--- src/rtl/ps2_mouse_rx.sv ---
// rtl/ps2_mouse_rx.sv - PS/2 mouse receiver assembling 3-byte packets into the ps2_mouse word
//
// Receive-only: never drives the PS/2 lines.
// Ports:
//   clk        system clock (clk_sys)
//   reset_n    asynchronous active-low reset
//   ps2_clk    PS/2 clock line (asynchronous to clk)
//   ps2_data   PS/2 data line (asynchronous to clk)
//   ps2_mouse  {toggle, Y, X, byte0}; toggle flips once per accepted packet
//   frame_err  one-cycle pulse per rejected frame (bad parity or stop bit)
module ps2_mouse_rx #(
    parameter int          FILT    = 8,
    parameter logic [15:0] TIMEOUT = 16'd6000
) (
    input  logic        clk,
    input  logic        reset_n,
    input  logic        ps2_clk,
    input  logic        ps2_data,
    output logic [24:0] ps2_mouse,
    output logic        frame_err
);

    localparam logic [3:0] FILT_LAST = 4'(FILT - 1);
    localparam logic [0:0] S_IDLE    = 1'b0;
    localparam logic [0:0] S_SHIFT   = 1'b1;

    logic [1:0]  clk_sync;
    logic [1:0]  dat_sync;
    logic        clk_f;
    logic        dat_f;
    logic        clk_f_d;
    logic [3:0]  clk_cnt;
    logic [3:0]  dat_cnt;
    logic        fall;

    logic [0:0]  state;
    logic [3:0]  bc;
    logic [1:0]  bi;
    logic [7:0]  shreg;
    logic        par;
    logic [7:0]  b0;
    logic [7:0]  b1;
    logic [15:0] tcnt;

    always_ff @(posedge clk or negedge reset_n) begin
        if (!reset_n) begin
            clk_sync <= 2'b11;
            dat_sync <= 2'b11;
        end else begin
            clk_sync <= {clk_sync[0], ps2_clk};
            dat_sync <= {dat_sync[0], ps2_data};
        end
    end

    // Each counter tracks how many consecutive synchronised samples have
    // disagreed with the filtered level; any agreeing sample restarts it.
    always_ff @(posedge clk or negedge reset_n) begin
        if (!reset_n) begin
            clk_f   <= 1'b1;
            dat_f   <= 1'b1;
            clk_f_d <= 1'b1;
            clk_cnt <= 4'd0;
            dat_cnt <= 4'd0;
        end else begin
            clk_f_d <= clk_f;
            if (clk_sync[1] == clk_f) begin
                clk_cnt <= 4'd0;
            end else if (clk_cnt == FILT_LAST) begin
                clk_f   <= clk_sync[1];
                clk_cnt <= 4'd0;
            end else begin
                clk_cnt <= clk_cnt + 4'd1;
            end
            if (dat_sync[1] == dat_f) begin
                dat_cnt <= 4'd0;
            end else if (dat_cnt == FILT_LAST) begin
                dat_f   <= dat_sync[1];
                dat_cnt <= 4'd0;
            end else begin
                dat_cnt <= dat_cnt + 4'd1;
            end
        end
    end

    assign fall = clk_f_d & ~clk_f;

    // A falling edge takes priority over the timeout, so an edge arriving
    // in the expiry cycle is still decoded and the counter restarts.
    always_ff @(posedge clk or negedge reset_n) begin
        if (!reset_n) begin
            state     <= S_IDLE;
            bc        <= 4'd0;
            bi        <= 2'd0;
            shreg     <= 8'd0;
            par       <= 1'b0;
            b0        <= 8'd0;
            b1        <= 8'd0;
            tcnt      <= 16'd0;
            ps2_mouse <= 25'd0;
            frame_err <= 1'b0;
        end else begin
            frame_err <= 1'b0;
            if (fall) begin
                tcnt <= 16'd0;
                if (state == S_IDLE) begin
                    if (!dat_f) begin
                        state <= S_SHIFT;
                        bc    <= 4'd1;
                    end
                end else if (bc <= 4'd8) begin
                    shreg <= {dat_f, shreg[7:1]};
                    bc    <= bc + 4'd1;
                end else if (bc == 4'd9) begin
                    par <= dat_f;
                    bc  <= bc + 4'd1;
                end else begin
                    state <= S_IDLE;
                    bc    <= 4'd0;
                    if ((^{shreg, par}) && dat_f) begin
                        case (bi)
                            2'd0: begin
                                // bit3 of byte0 is always set; anything else is
                                // a mid-packet byte and is dropped to resync.
                                if (shreg[3]) begin
                                    b0 <= shreg;
                                    bi <= 2'd1;
                                end
                            end
                            2'd1: begin
                                b1 <= shreg;
                                bi <= 2'd2;
                            end
                            default: begin
                                ps2_mouse <= {~ps2_mouse[24], shreg, b1, b0};
                                bi        <= 2'd0;
                            end
                        endcase
                    end else begin
                        frame_err <= 1'b1;
                        bi        <= 2'd0;
                    end
                end
            end else if (state == S_SHIFT || bi != 2'd0) begin
                if (tcnt >= TIMEOUT) begin
                    state <= S_IDLE;
                    bc    <= 4'd0;
                    bi    <= 2'd0;
                    tcnt  <= 16'd0;
                end else if (tcnt != 16'hFFFF) begin
                    tcnt <= tcnt + 16'd1;
                end
            end
        end
    end

endmodule

--- config.mk ---
export PLATFORM = sky130hd
export DESIGN_NAME = ps2_mouse_rx
export DESIGN_NICKNAME = d
export VERILOG_FILES = /design/src/rtl/ps2_mouse_rx.sv
export SDC_FILE = /design/constraint.sdc
export NUM_CORES = 1
export LEC_CHECK = 0
export ABC_CLOCK_PERIOD_IN_PS = 3200
export CAP_MARGIN = 0
export CORE_AREA = 2 2 62 122
export CTS_CLUSTER_DIAMETER = 50
export CTS_CLUSTER_SIZE = 30
export DETAILED_ROUTE_END_ITERATION = 6
export DIE_AREA = 0 0 64 124
export PLACE_DENSITY = 0.77
export SYNTH_ARGS = -nofsm -noshare
export SYNTH_HDL_FRONTEND = slang
export SYNTH_SLANG_ARGS = --single-unit
--- constraint.sdc ---
create_clock -name clk -period 3.2 [get_ports clk]
set_input_delay 0.64 -clock clk [delete_from_list [all_inputs] [get_ports clk]]
set_output_delay 0.64 -clock clk [all_outputs]
set_load 0.05 [all_outputs]
# Word level (Yosys, flattened, before mapping)
# Cells that the tools add are included.
# word_totals
reg_bits	89
inputBits	4
output_inout_bits	26
elab_cells	99
# classes
add_sub_neg	4
n_lt_le_gt_ge	2
n_eq_ne	12
n_mux	36
bitwise_logic	8
n_reduce_logical	20
# ops
op	count
two-way mux 16 bit	4
two-way mux 4 bit	11
AND reduction 6 bit	3
adder 16 x 1 -> 16 bit (second input constant)	1
greater-or-equal comparator 16 x 13 -> 1 bit (second input constant)	1
two-way mux 2 bit	8
!= test 16 bit (second input constant)	1
adder 4 x 1 -> 4 bit (second input constant)	3
two-way mux 1 bit	12
parity 9 bit	1
== test 4 x 3 -> 1 bit (second input constant)	2
AND reduction 2 bit	4
inverter 1 bit	7
AND reduction 7 bit	1
AND reduction 3 bit	2
nonzero test 2 bit	3
== test 4 bit (second input constant)	1
<= comparator 4 bit (second input constant)	1
!= test 2 bit (second input constant)	2
!= test 4 bit (second input constant)	1
one-hot mux 2 bit (2 select lines)	1
AND reduction 4 bit	1
!= test 3 x 2 -> 1 bit (second input constant)	1
nonzero test 3 bit	1
other kinds (8)	9

# Depth between registers and ports, before layout
# Gate-level depths: netlist of run 1.
# depth
word_depth	7
mapped_depth	9
ltp_nobuf	7

# Worst setup path after synthesis of run 1
# No wires, ideal clock.
# synth_path
kind	flip-flop to flip-flop
start	reg bc[0]
end	reg ps2_mouse[10]
setup_ns	0.125
t_arrival_ns	2.104
required_time_ns	3.075
slack_ns	0.970
path_stages_with_launch	10
path_buffers	2
synth_period_minus_slack_ns	2.230
path_cell_list	dfrtp_1 -> inv_1 -> ha_1 -> nor2_1 -> o21ai_0 -> or2_2 -> clkbuf_2 -> nor3_4 -> buf_6 -> mux2_4
# synth_via
elab_chain_cells	3
elab_cells_between_ends	5
cone_classes	1 x order compare; 1 x eq/ne; 2 x bitwise; 1 x reduce/logical
# synth_rtl
item	line	rtl
start, declared	37	logic [3:0] bc;
start signal, assigned	112	bc <= bc + 4'd1;
start signal, assigned	115	bc <= bc + 4'd1;
<= comparator 4 bit / == test 4 bit (equally long branches)	110, 113	
inverter 1 bit (no source line)	--	
AND reduction 6 bit (no source line) *	--	
end signal, assigned	134	ps2_mouse <= {~ps2_mouse[24], shreg, b1, b0};
end, declared	19	output logic [24:0] ps2_mouse,
# Every way passes the cells marked *; elsewhere a longest branch is shown, timed or not.
# A chain may end at the register's enable or synchronous reset.

# Final worst setup path of run 1
# layout_path
start	reg shreg[5]
end	reg ps2_mouse[4]
# layout_via
elab_chain_cells	3
# layout_rtl
item	line	rtl
start, declared	39	logic [7:0] shreg;
start signal, assigned	111	shreg <= {dat_f, shreg[7:1]};
parity 9 bit	119	if ((^{shreg, par}) && dat_f) begin
logical AND 1 bit	119	
AND reduction 6 bit (no source line)	--	
# No other way between the ends.

==> results_dict.tcl, run 1 <==
set metrics [dict create \
    firstDrtPassIters 4 \
    slew-limit-headroom 0.282 \
    hold_viol_final 0 \
    final_common_cell "dfrtp_1" \
    synth_area_leaders "dfrtp_1, mux2_2, mux2_4" \
    vias 2424 \
    avgSynthCellArea_um2 13.1 \
    intPower_w 0.00239 \
    area_growth_pct 19.5 \
    p_switching_w 0.000855 \
    start_util 0.566 \
    regArea_um2 2240 \
    grt_use_total 0.206 \
    grt_overflow 0 \
    synth_edf_count 0 \
    crit_arrival_ns 2.68 \
    postRouteAntennaNets 0 \
    hpwl_um 4830 \
    placementRows 43 \
    fin_crit_sh 0.768 \
    ys_seq_elements 89 \
    rsz0062_at_grt "no" \
    antenna_cells 0 \
    leakagePower_nw 2.19 \
    detail_route.wl_per_cell_um 16.8 \
    switching_share 0.263 \
    num-fill-cells 493 \
    drcViolationCount 0 \
    final_cells 432 \
    multi_input_area_um2 1620 \
    coreArea_um2 6940 \
    required_ns 3.42 \
    placed_cells 416 \
    maxSlewViolCount 0 \
    clock_skew_ns 0.00770 \
    grt_pass1_wl_um 12300 \
    htree_levels 3 \
    clockRootBuffer "clkbuf_16" \
    yosys.area.top_type "dfrtp_1" \
    pin_count 30 \
    routed_wl_um 7250 \
    crit_type "flop to flop" \
    vias_per_cell 5.61 \
    p_seq_frac 0.421 \
    power_frac_clock 0.420 \
    io_buffers 29 \
    die_x_um 64 \
    power_frac_comb 0.159 \
    cts_made_buffers 9 \
    yosysSeqAreaShare 0.569 \
    synth_nets 312 \
    tns_ns 0 \
    post-synth-top-area-fraction 0.522 \
    grt_pass1_vias 2548 \
    cts_sinks 89 \
    antenna_found_initial 0 \
    crit_fanout 25 \
    vdd.ir_drop.worst_mv 0.421 \
    layout_common_cells "dfrtp_1, mux2_2, nor2_1" \
    drv_cap 0 \
    netlist_area_um2 3930 \
    syn_inst 301 \
    endpoint_kind "flop" \
    hp-class "flop to flop" \
    post-place-ws_ns 0.750 \
    fmax_mhz 407 \
    post-route-util 0.677 \
    die_h_um 124 \
    period_minus_slack_ns 2.46 \
    gp_congestion 0.836 \
    critPathLaunchType "flop" \
    clk_path_buf_depth 2 \
    synth_ff_type "dfrtp_1" \
    synth_cell_types 44 \
    cts_resized 0 \
    nets 348 \
    grt_max_degree 90 \
    worst_slack_ns 0.741 \
    dieArea_um2 7940 \
    ys.warnings.count 0 \
    drt_iter0_markers 136 \
    clk_pin_slew_ns 0.06 \
    cts_tree "yes" \
    clk_latency_ns 0.34 \
    tightest_slew_ns 1.08 \
    status "finished clean" \
    setup_violations 0 \
    postCtsHoldBufs 0 \
    postCtsSetupBuffers 0 \
    async_flop_share 1.00 \
    drive_above_1_share 0.246 \
    powerDensity_nw_per_um2 692 \
]
power groups by stage:
| stage | Clock [W] | Combinational, W | Sequential [W] |
|---|---|---|---|
| after global placement | 0 | 0.000496 | 0.00138 |
| final | 0.00137 | 0.000517 | 0.00137 |
| after detailed placement | 0 | 0.000519 | 0.00138 |
| after CTS | 0.00139 | 0.000524 | 0.00137 |
| after floorplan | 0 | 0.000399 | 0.00135 |
| after global routing | 0.00143 | 0.000588 | 0.00139 |
final cells by class:
cell class / count / area share
Clock inverter: 5 / 0.0320
Inverter: 11 / 0.00879
Timing Repair Buffer: 30 / 0.0629
Clock buffer: 11 / 0.0517
Multi-Input combinational cell: 196 / 0.345
Tap cell: 90 / 0.0240
Sequential cell: 89 / 0.476
final timing paths:
kind / from / slack [ns] / endpoint / depth (start not counted)
min in group asynchronous: reset_n / 0.49 / ps2_mouse[14] / 1
hold reg to reg: clk_sync[0] / 0.36 / clk_sync[1] / 0
hold / removal: clk_sync[0] / 0.36 / clk_sync[1] / 0
setup reg to reg: shreg[5] / 0.74 / ps2_mouse[4] / 6
max in group asynchronous: reset_n / 2.01 / b0[6] / 1
setup / recovery: shreg[5] / 0.74 / ps2_mouse[4] / 6
metal layers:
layer | up-vias | global-route usage | part of all wire
li1 | 1128 | - | -
met1 | 1226 | 0.226 | 0.39
met2 | 58 | 0.368 | 0.57
met3 | 12 | 0.0443 | 0.029
met4 | 0 | 0.106 | 0.016
met5 | - | 0 | 0
cells in the mapped netlist, types with 7 or more instances:
library cell,n
inv_1,11
nand3_1,11
nor3_1,10
ha_1,7
nor2_1,30
dfstp_2,7
mux2_4,19
nand2_1,12
a21oi_1,9
xnor2_1,9
mux2_2,32
dfrtp_1,82
state kept, by name, indices dropped and copies added (netlist names), 2 cells and up:
signal	count
clk_cnt	4
dat_sync	2
bc	4
ps2_mouse	25
b1	8
shreg	8
tcnt	16
clk_sync	2
bi	2
b0	8
dat_cnt	4
cell families (layout without fill, tap and decap cells):
kind of cell             count (synthesis)  after routing  synth area share
flip-flops                              89             89             0.569
adder cells (fa/ha/maj)                  7              7            0.0223
multiplexers                            54             54             0.175
buffers and inverters                   16             57            0.0194
XOR/XNOR                                16             16            0.0433
AO/OA/AOI/OAI                           33             33            0.0557
AND/OR/NAND/NOR                         86             86             0.115
worst max-delay path, stage by stage, from the launching register on:
cell	delay, ns
dfrtp_1	0.44
xnor2_1	0.27
xnor3_2	0.43
mux2i_4	0.25
nor3_4	0.12
buf_4	0.41
mux2_2	0.40
through the flow:
step                hold WS (ns)  total power (W)  area (um^2)
floorplan                  0.344          0.00175         3930
global placement           0.346          0.00187         4300
detailed placement         0.347          0.00190         4300
CTS                        0.356          0.00328         4700
global route               0.361          0.00341         4700
finish                     0.355          0.00325         4700
Power figures use the tool's default switching activity.
==> inputs of run 2 (changes only) <==
ABC_CLOCK_PERIOD_IN_PS = 2500   (was 3200)
clock period = 2.5 ns   (was 3.2 ns; I/O delays follow)
==> results_dict.tcl, run 2 (synthesis results as in run 1) <==
set metrics [dict create \
    critPathBufInv 1 \
    die_h_um 124 \
    path_cells "xor2_1 > xnor3_2 > mux2i_4 > nor3_4 > buf_12 > mux2_2" \
    cts_tree "yes" \
    clk_latency_ns 0.34 \
    area_growth_pct 18.3 \
    start_util 0.566 \
    highest-signal-layer "met4" \
    crit_type "flop to flop" \
    hp-class "input port to asynchronous set/reset pin" \
    drv_cap 0 \
    regArea_um2 2240 \
    dieArea_um2 7940 \
    grt_use_total 0.205 \
    gp_congestion 0.861 \
    postCtsSetupBuffers 0 \
    drcViolationCount 0 \
    required_ns 2.72 \
    placementRows 43 \
    post-route-util 0.670 \
    drt_iter0_markers 142 \
    slowest_delay_ns 0.49 \
    critPathLaunchType "flop" \
    placedInstanceArea_um2 4380 \
    critical-path-slowest-cell "xnor3_2" \
    firstDrtPassIters 4 \
    setup_violations 0 \
    htree_levels 3 \
    period_minus_slack_ns 2.30 \
    r2r_cells 6 \
    worstSetupPathDepth 6 \
    antenna_cells 0 \
    fin_crit_sh 0.920 \
    crit_fanout 25 \
    hold_viol_final 0 \
    cts_made_buffers 9 \
    met1_length_um 2730 \
    layout_common_cells "dfrtp_1, mux2_2, nor2_1" \
    num-fill-cells 502 \
    coreArea_um2 6940 \
    vias_per_cell 5.48 \
    routed_wl_um 7060 \
    pin_count 30 \
    grt_pass1_vias 2543 \
    top_regs "ps2_mouse (25), tcnt (16)" \
    clockRootBuffer "clkbuf_16" \
    cts_resized 0 \
    postCtsHoldBufs 0 \
    endpoint_kind "flop" \
    final_common_cell "dfrtp_1" \
    fmax_mhz 435 \
    antenna_found_initial 0 \
    clk_path_buf_depth 2 \
    design_area_um2 4650 \
    grt_overflow 0 \
    clk_pin_slew_ns 0.06 \
    maxSlewViolCount 0 \
    grt_max_degree 41 \
    nets 356 \
    powerDensity_nw_per_um2 785 \
    multi_input_area_um2 1620 \
    crit_arrival_ns 2.52 \
    rsz0062_at_grt "no" \
    leakagePower_nw 2.18 \
    slew-limit-headroom 0.633 \
    final_cells 440 \
    grt_pass1_wl_um 12300 \
    crit_family "XOR/XNOR gates" \
    vdd.ir_drop.worst_mv 0.456 \
    vias 2412 \
    drive_above_1_share 0.260 \
    tightest_slew_ns 0.543 \
    postRouteAntennaNets 0 \
    clock_skew_ns 0.00526 \
    largest_reg_flops 25 \
    top_register "ps2_mouse" \
    met2_length_um 4010 \
    cts_sinks 89 \
    die_x_um 64 \
    io_buffers 29 \
    hpwl_um 4870 \
    tns_ns 0 \
    detail_route.wl_per_cell_um 16.1 \
    placed_cells 424 \
    route.met3.wl_um 164 \
    status "finished clean" \
]
run 2: cell types whose count changed in the layout (fill, tap and decap cells not counted):
cell	previous run	this run
buf_12	0	1
buf_4	2	9
bufinv_16	5	0
clkbuf_1	1	2
clkbuf_8	1	2
clkinv_2	0	3
run 2: per-stage QoR:
step | setup WS (ns) | hold slack [ns] | power (W)
CTS | 0.184 | 0.137 | 0.00369
finish | 0.199 | 0.128 | 0.00365
global route | 0.0734 | 0.157 | 0.00387
global placement | 0.267 | 0.345 | 0.00241
floorplan | 0.270 | 0.204 | 0.00224
detailed placement | 0.219 | 0.347 | 0.00244
run 2: final cells by class:
class / instances / area share
timing repair buffer: 38 / 0.0791
multi-input combinational: 196 / 0.348
tap: 90 / 0.0242
sequential: 89 / 0.481
clock buffer: 13 / 0.0560
clock inverter: 3 / 0.00323
inverter: 11 / 0.00888
run 2: worst paths after layout:
kind | from | endpoint | slack, ns
worst max register to register | shreg[4] | ps2_mouse[4] | 0.20
max in group asynchronous | reset_n | clk_f_d | 1.67
min in group clk | dat_sync[0] | dat_sync[1] | 0.36
worst min-delay path | reset_n | b1[4] | 0.13
worst min register to register | dat_sync[0] | dat_sync[1] | 0.36
worst max-delay path | shreg[4] | ps2_mouse[4] | 0.20
run 2: layer usage:
| layer | track usage | vias to the layer above |
|---|---|---|
| li1 | - | 1139 |
| met1 | 0.228 | 1223 |
| met2 | 0.364 | 37 |
| met3 | 0.0452 | 13 |
| met4 | 0.0992 | 0 |
| met5 | 0 | - |
run 2: where the power goes:
part	internal (W)	leakage [nW]	switching, W
sequential	0.00160	1.20	0.000152
combinational	0.000273	0.841	0.000390
clock	0.000723	0.139	0.000515
total	0.00259	2.18	0.00106
